==> src/rtl/jtcontra_gfx_romarb.sv <==
// jtcontra_gfx_romarb: round-robin arbiter sharing the 007121 graphics SDRAM port between tilemap and object fetchers
module jtcontra_gfx_romarb #(
    parameter int AW = 18,
    parameter int DW = 16
) (
    input  logic          clk,
    input  logic          rst,
    input  logic [1:0]    gfx_en,
    input  logic          scr_cs,
    input  logic [AW-1:0] scr_addr,
    output logic          scr_ok,
    output logic [DW-1:0] scr_data,
    input  logic          obj_cs,
    input  logic [AW-1:0] obj_addr,
    output logic          obj_ok,
    output logic [DW-1:0] obj_data,
    output logic          rom_cs,
    output logic [AW-1:0] rom_addr,
    output logic          rom_obj_sel,
    input  logic [DW-1:0] rom_data,
    input  logic          rom_ok
);
    typedef enum logic [1:0] {IDLE, WAIT, DATA} state_t;
    state_t        st;
    logic          last;
    logic [AW-1:0] scr_aq, obj_aq;
    logic          scr_pend, obj_pend, scr_req, obj_req, gnt_obj, abort;
    always_comb begin
        scr_pend = scr_cs && !scr_ok;
        obj_pend = obj_cs && !obj_ok;
        scr_req  = scr_pend && gfx_en[0];
        obj_req  = obj_pend && gfx_en[1];
        gnt_obj  = obj_req && (!scr_req || !last);
        // rom_obj_sel doubles as the owner of the running transaction
        abort    = rom_obj_sel ? (!obj_cs || obj_addr != obj_aq) : (!scr_cs || scr_addr != scr_aq);
    end
    always_ff @(posedge clk or posedge rst) begin
        if (rst) begin
            st          <= IDLE;
            last        <= 1'b1;
            rom_cs      <= 1'b0;
            rom_addr    <= '0;
            rom_obj_sel <= 1'b0;
            scr_ok      <= 1'b0;
            obj_ok      <= 1'b0;
            scr_data    <= '0;
            obj_data    <= '0;
            scr_aq      <= '0;
            obj_aq      <= '0;
        end else begin
            if (!scr_cs || scr_addr != scr_aq) scr_ok <= 1'b0;
            if (!obj_cs || obj_addr != obj_aq) obj_ok <= 1'b0;
            // disabled layers are answered with blank data, never touching SDRAM
            if (scr_pend && !gfx_en[0]) begin
                scr_data <= '0;
                scr_ok   <= 1'b1;
                scr_aq   <= scr_addr;
            end
            if (obj_pend && !gfx_en[1]) begin
                obj_data <= '0;
                obj_ok   <= 1'b1;
                obj_aq   <= obj_addr;
            end
            case (st)
                IDLE: if (scr_req || obj_req) begin
                    rom_cs      <= 1'b1;
                    rom_addr    <= gnt_obj ? obj_addr : scr_addr;
                    rom_obj_sel <= gnt_obj;
                    if (gnt_obj) obj_aq <= obj_addr;
                    else scr_aq <= scr_addr;
                    st          <= WAIT;
                end
                WAIT: begin
                    // rom_ok here may still belong to the previous transaction
                    rom_cs <= !abort;
                    st     <= abort ? IDLE : DATA;
                end
                DATA: if (abort) begin
                    rom_cs <= 1'b0;
                    st     <= IDLE;
                end else if (rom_ok) begin
                    if (rom_obj_sel) begin
                        obj_data <= rom_data;
                        obj_ok   <= 1'b1;
                    end else begin
                        scr_data <= rom_data;
                        scr_ok   <= 1'b1;
                    end
                    rom_cs <= 1'b0;
                    last   <= rom_obj_sel;
                    st     <= IDLE;
                end
                default: st <= IDLE;
            endcase
        end
    end
endmodule
==> config.mk <==
export PLATFORM = sky130hd
export DESIGN_NAME = jtcontra_gfx_romarb
export DESIGN_NICKNAME = d
export VERILOG_FILES = /design/src/rtl/jtcontra_gfx_romarb.sv
export SDC_FILE = /design/constraint.sdc
export NUM_CORES = 1
export LEC_CHECK = 0
export BUFFER_PORTS_ARGS = -buffer_cell sky130_fd_sc_hd__buf_2
export CELL_PAD_IN_SITES_DETAIL_PLACEMENT = 1
export CELL_PAD_IN_SITES_GLOBAL_PLACEMENT = 1
export CORE_MARGIN = 2
export CORE_UTILIZATION = 37
export CTS_BUF_LIST = sky130_fd_sc_hd__clkbuf_4 sky130_fd_sc_hd__clkbuf_8 sky130_fd_sc_hd__clkbuf_16
export CTS_CLUSTER_DIAMETER = 50
export DETAILED_ROUTE_END_ITERATION = 8
export PLACE_DENSITY_LB_ADDON = 0.3
export RECOVER_POWER = 100
export SYNTH_ARGS = -nofsm -noshare
export SYNTH_HDL_FRONTEND = slang
export SYNTH_SLANG_ARGS = --single-unit
==> constraint.sdc <==
create_clock -name clk -period 2.7 [get_ports clk]
set_clock_uncertainty 0.1 [all_clocks]
set_input_delay 0.27 -clock clk [delete_from_list [all_inputs] [get_ports clk]]
set_output_delay 0.27 -clock clk [all_outputs]
set_load 0.02 [all_outputs]
Yosys cells after proc, flatten, opt, wreduce, memory -nomap -nowiden
Cells that the tools add are included.
{ "classes": {"add_sub_neg": 0, "n_mul": 0, "n_div": 0, "order_cmp": 0, "n_eq_ne": 6, "n_shift": 0, "n_mux": 41, "n_bitwise": 1, "reduce_logical": 26} }
{ "op_table": {"columns": ["op", "count"], "rows": [
  ["$mux W18", 9],
  ["$mux W16", 10],
  ["$ne A18 B18 Y1", 2],
  ["$mux W1", 16],
  ["$logic_not A1 Y1", 9],
  ["$mux W2", 4],
  ["$logic_and A1 B1 Y1", 7],
  ["$pmux W2 S3", 1],
  ["$reduce_and A3 Y1", 2],
  ["$logic_or A1 B1 Y1", 4],
  ["$reduce_and A2 Y1", 2],
  ["$ne A3 B3 Y1 const B", 1],
  ["$pmux W1 S3", 1],
  ["$reduce_bool A3 Y1", 1],
  ["$eq A2 B1 Y1 const B", 1],
  ["$eq A2 B2 Y1 const B", 1],
  ["$logic_not A2 Y1", 1],
  ["$ne A2 B2 Y1 const B", 1],
  ["$not A1 Y1", 1]
]} }
{ "word_totals": {"register_bits": 93, "latch_bits": 0, "mem_bits_rw": 0, "romBits": 0, "input_bits": 59, "output_inout_bits": 54, "wordCells": 85, "n_memories": 0} }

Depth between registers and ports, before layout
{ "logic_depth": {"ltp_word": 9, "depth_mapped": 9, "mapped_depth_nobuf": 7} }

Least setup slack after synthesis
OpenSTA, ideal clock, no wires.
{ "synth_timing": {"kind": "register to register", "start": "reg scr_ok", "end": "reg scr_aq[10]", "setup_time_ps": 128, "arrival_time_ps": 1813, "required_ps": 2472, "slack_ps": 660, "path_stages_with_launch": 7, "path_buffers": 3, "synth_period_minus_slack_ps": 2040, "path_cell_list": "dfrtp_1 -> or3b_1 -> clkbuf_1 -> nand2b_1 -> buf_2 -> buf_2 -> mux2_1"} }
{ "synth_via": {"elab_chain_cells": 9, "elab_cells_between_ends": 12, "classes_between": "mux (4); reduce/logical (8)"} }
{ "synth_lines": {"columns": ["item", "line", "rtl"], "rows": [
  ["start, declared", "11", "output logic scr_ok,"],
  ["start signal, assigned", "44", "scr_ok <= 1'b0;"],
  ["start signal, assigned", "51", "if (!scr_cs || scr_addr != scr_aq) scr_ok <= 1'b0;"],
  ["start signal, assigned", "56", "scr_ok <= 1'b1;"],
  ["$logic_not A1 Y1 *", "29", "scr_pend = scr_cs && !scr_ok;"],
  ["$logic_and A1 B1 Y1 *", "29", null],
  ["$logic_and A1 B1 Y1", "31", "scr_req = scr_pend && gfx_en[0];"],
  ["$logic_not A1 Y1", "33", "gnt_obj = obj_req && (!scr_req || !last);"],
  ["$logic_or A1 B1 Y1", "33", null],
  ["$logic_and A1 B1 Y1", "33", null],
  ["$mux W18", "69", "if (gnt_obj) obj_aq <= obj_addr;"],
  ["$mux W18", "65", "IDLE: if (scr_req || obj_req) begin"],
  ["$mux W18 *", "64", "case (st)"],
  ["end signal, assigned", "57", "scr_aq <= scr_addr;"],
  ["end signal, assigned", "70", "else scr_aq <= scr_addr;"],
  ["end, declared", "26", "logic [AW-1:0] scr_aq, obj_aq;"]
]} }
Every way passes the cells marked *; elsewhere a longest branch is shown, timed or not.
A chain may end at the register's enable or synchronous reset.

Worst setup path after layout
{ "layout_timing": {"start": "reg obj_ok", "end": "reg obj_aq[15]"} }
{ "layout_via": {"elab_chain_cells": 7, "elab_cells_between_ends": 10, "classes_between": "mux (4); reduce/logical (6)"} }
{ "layout_lines": {"columns": ["item", "line", "rtl"], "rows": [
  ["start, declared", "15", "output logic obj_ok,"],
  ["start signal, assigned", "45", "obj_ok <= 1'b0;"],
  ["start signal, assigned", "52", "if (!obj_cs || obj_addr != obj_aq) obj_ok <= 1'b0;"],
  ["start signal, assigned", "61", "obj_ok <= 1'b1;"],
  ["$logic_not A1 Y1 *", "30", "obj_pend = obj_cs && !obj_ok;"],
  ["$logic_and A1 B1 Y1 *", "30", null],
  ["$logic_and A1 B1 Y1, on equally long branches", "59, 32", null],
  ["$mux W18 or $logic_and A1 B1 Y1 (tied branches)", "59, 33", null],
  ["$mux W18", "69", null],
  ["$mux W18", "65", null],
  ["$mux W18 *", "64", null],
  ["end signal, assigned", "62", "obj_aq <= obj_addr;"],
  ["end signal, assigned", "69", null],
  ["end, declared", "26", null]
]} }
Marked as above.

==> flow_summary.ini <==
[status]
status = completed

[grt]
grt_pass1_vias = 3536
grt_first_pass_wirelength_mm = 18.6
grt_max_degree = 42
antenna_found_initial = 0
grt_overflow = 0
grt_util_all_layers_pct = 19.0

[logic_synthesis]
synth_cell_types = 43
yosysSeqAreaShare_pct = 54.4
synthesis.area_um2 = 4280
syn_nets = 439
syn_inst = 377
syn_avg_cell_area_um2 = 11.4
synth_edf_count = 0
synth_warnings = 0
ys_ff_latch = 93
synthArstFlopShare_pct = 100
ys.flop_type = dfrtp_1

[timing]
timing.fmax_ghz = 0.402
hold_violations = 0
drv_slew = 0
min_period_over_period_pct = 92.1
relSlewSlack_pct = 9.65
rsz0062_at_grt = no
finalSetupViolCount = 0
fin_tns_setup_ns = 0
fin_crit_ns = 2.49
tightest_slew_ns = 1.35

[floorplan]
chipWidth_um = 112
initial_core_util_pct = 37.6
die_area_um2 = 12400
core_area_um2 = 11400
num_io_pins = 113
rows = 39
die_h_um = 112

[clock_network]
cts-buffers-inserted = 9
holdBufCountCts = 1
cts_max_level = 3
clockBufferDepth = 2
cts.root.buffer_cell = clkbuf_16
clock_latency_ns = 0.35
cts_tree = yes
cts_sinks = 93
cts_resized = 0
postCtsSetupBuffers = 0
clk_pin_slew_ns = 0.07

[routing]
totalWireLength_mm = 11.3
drc = 0
detail-route-antenna-nets = 0
drt-initial-drc-count = 163
viasPerCell = 5.13
dr.pass1.iters = 8
dr_total_vias = 3291
wl_per_cell_um = 17.5

[finish]
fillCellCount = 1298
final_core_util_pct = 46.0
drive_gt1_share_pct = 21.8
syn2layout_area_growth_pct = 22.1
stdcell_area_um2 = 5230
layout.nets = 556
n_antenna_cell = 0

[worst_setup_path]
worstPathMaxFanout = 19
cp.required_ns = 2.83
slowest_delay_ns = 0.75
criticalPathCategory = register to register
end_kind = register
arrival_ns = 2.61
startpoint_type = register
crit_slowest_cell = a21oi_2
path_cells = inv_1, and3_1, nand2_1, a21oi_2, nor2b_1, buf_4, mux2_1

[pwr]
power_w = 0.00452
power_density_nw_per_um2 = 865
power.leakage_nw = 2.40
irDropWorstVdd_mv = 0.447

[placement]
gp_congestion = 0.792
io_buffers = 112
dpl.hpwl_mm = 8.16
dpl-instance-area_um2 = 5030

[hold_path]
hp-class = primary input to register

[job]
drv_cap = 0
==> report_power, final <==
part           switching, W  internal [W]  total (W)
Clock              0.000531      0.000938    0.00147
Combinational      0.000678      0.000453    0.00113
Sequential         0.000208       0.00171    0.00192
Total               0.00142       0.00310    0.00452
==> cell families after synthesis <==
kind of cell,count (synthesis),synth area share (%)
compound gates,63,11.3
fa+ha+maj,3,0.877
simple gates,101,11.6
xor+xnor,36,7.37
buf+inv,44,4.65
mux,37,9.74
flops,93,54.4
==> cell usage in the layout (no fill, tap or decap), types with 2 or more instances in the layout <==
| cell type | instances |
|---|---|
| dfrtp_1 | 92 |
| nand2_1 | 70 |
| buf_2 | 57 |
| clkbuf_1 | 55 |
| xor2_1 | 32 |
| o21ai_0 | 30 |
| inv_1 | 24 |
| mux2_1 | 21 |
| a222oi_1 | 18 |
| mux2_2 | 16 |
| clkbuf_16 | 9 |
| nor4_1 | 6 |
| buf_4 | 6 |
| nor2_1 | 5 |
| xnor2_1 | 4 |
| nor3_1 | 4 |
| nand3_1 | 4 |
| ha_1 | 3 |
| clkbuf_4 | 3 |
| bufinv_16 | 3 |
| clkbuf_2 | 3 |
| a21oi_1 | 2 |
| o21ai_1 | 2 |
| nor4_2 | 2 |
| nand3b_1 | 2 |
| o21ai_2 | 2 |
| o21a_1 | 2 |
| buf_12 | 2 |
==> final timing paths <==
kind                       slack [ns]          from  cells after the start            to
setup / recovery                 0.21        obj_ok                      7    obj_aq[15]
hold / removal                   0.04  rom_data[12]                      3  scr_data[12]
setup reg to reg                 0.21        obj_ok                      7    obj_aq[15]
hold reg to reg                  0.39   rom_addr[7]                      2   rom_addr[7]
max in group asynchronous        0.59           rst                      4     scr_aq[4]
min in group asynchronous        0.65           rst                      3    scr_aq[13]
==> through the flow <==
stage               hold slack [ns]  cells  worst slack [ns]
floorplan                     0.287    377             0.660
global placement              0.292    625             0.353
detailed placement            0.311    625             0.256
CTS                          0.0328    642             0.228
global route                 0.0553    642            0.0916
finish                       0.0445    642             0.213
==> cell usage after synthesis (4+ instances only) <==
master    count  area, um^2
xnor2_1       4        35.0
o21ai_2      12         105
o21ai_1      20         100
nor2_1        5        18.8
a222oi_1     18         180
xor2_1       32         280
mux2_1       21         236
mux2_2       16         180
buf_2         9        45.0
nor3_1        4        20.0
dfrtp_1      92        2300
clkbuf_1      5        18.8
nor4_1        4        25.0
nand2_1      70         263
inv_1        25        93.8
==> routing by layer <==
layer  vias to the layer above  wire [um]  global-route usage (%)  part of all wire [%]
li1                       1534          -                       -                     -
met1                      1651       5080                    24.2                    45
met2                        93       5520                    32.8                    49
met3                        13        512                    3.86                   4.5
met4                         0        156                    6.09                   1.4
met5                         -          0                       0                     0
==> sequential cells by signal, summed over array words and instances (netlist names) <==
| register | flops |
|---|---|
| obj_ok | 1 |
| st | 2 |
| obj_aq | 18 |
| scr_data | 16 |
| rom_cs | 1 |
| scr_aq | 18 |
| scr_ok | 1 |
| rom_obj_sel | 1 |
| rom_addr | 18 |
| last | 1 |
| obj_data | 16 |
==> layout make-up <==
type | instances | area, um^2 | share of cell area (%)
flip-flops and latches | 93 | 2330 | 44.6
multi-input cells | 240 | 1670 | 32.0
repair buffers | 124 | 602 | 11.5
well taps | 143 | 179 | 3.42
clock inverters | 4 | 98.8 | 1.89
clock buffers | 12 | 248 | 4.74
inverters | 26 | 98.8 | 1.89
==> worst max-delay path, delay by kind of cell, from the launching register on <==
family	cells	cell delay, ns
flops	1	0.39
simple gates	3	0.43
mux	1	0.34
buf+inv	2	0.36
compound gates	1	0.75
Power figures use the tool's default switching activity.
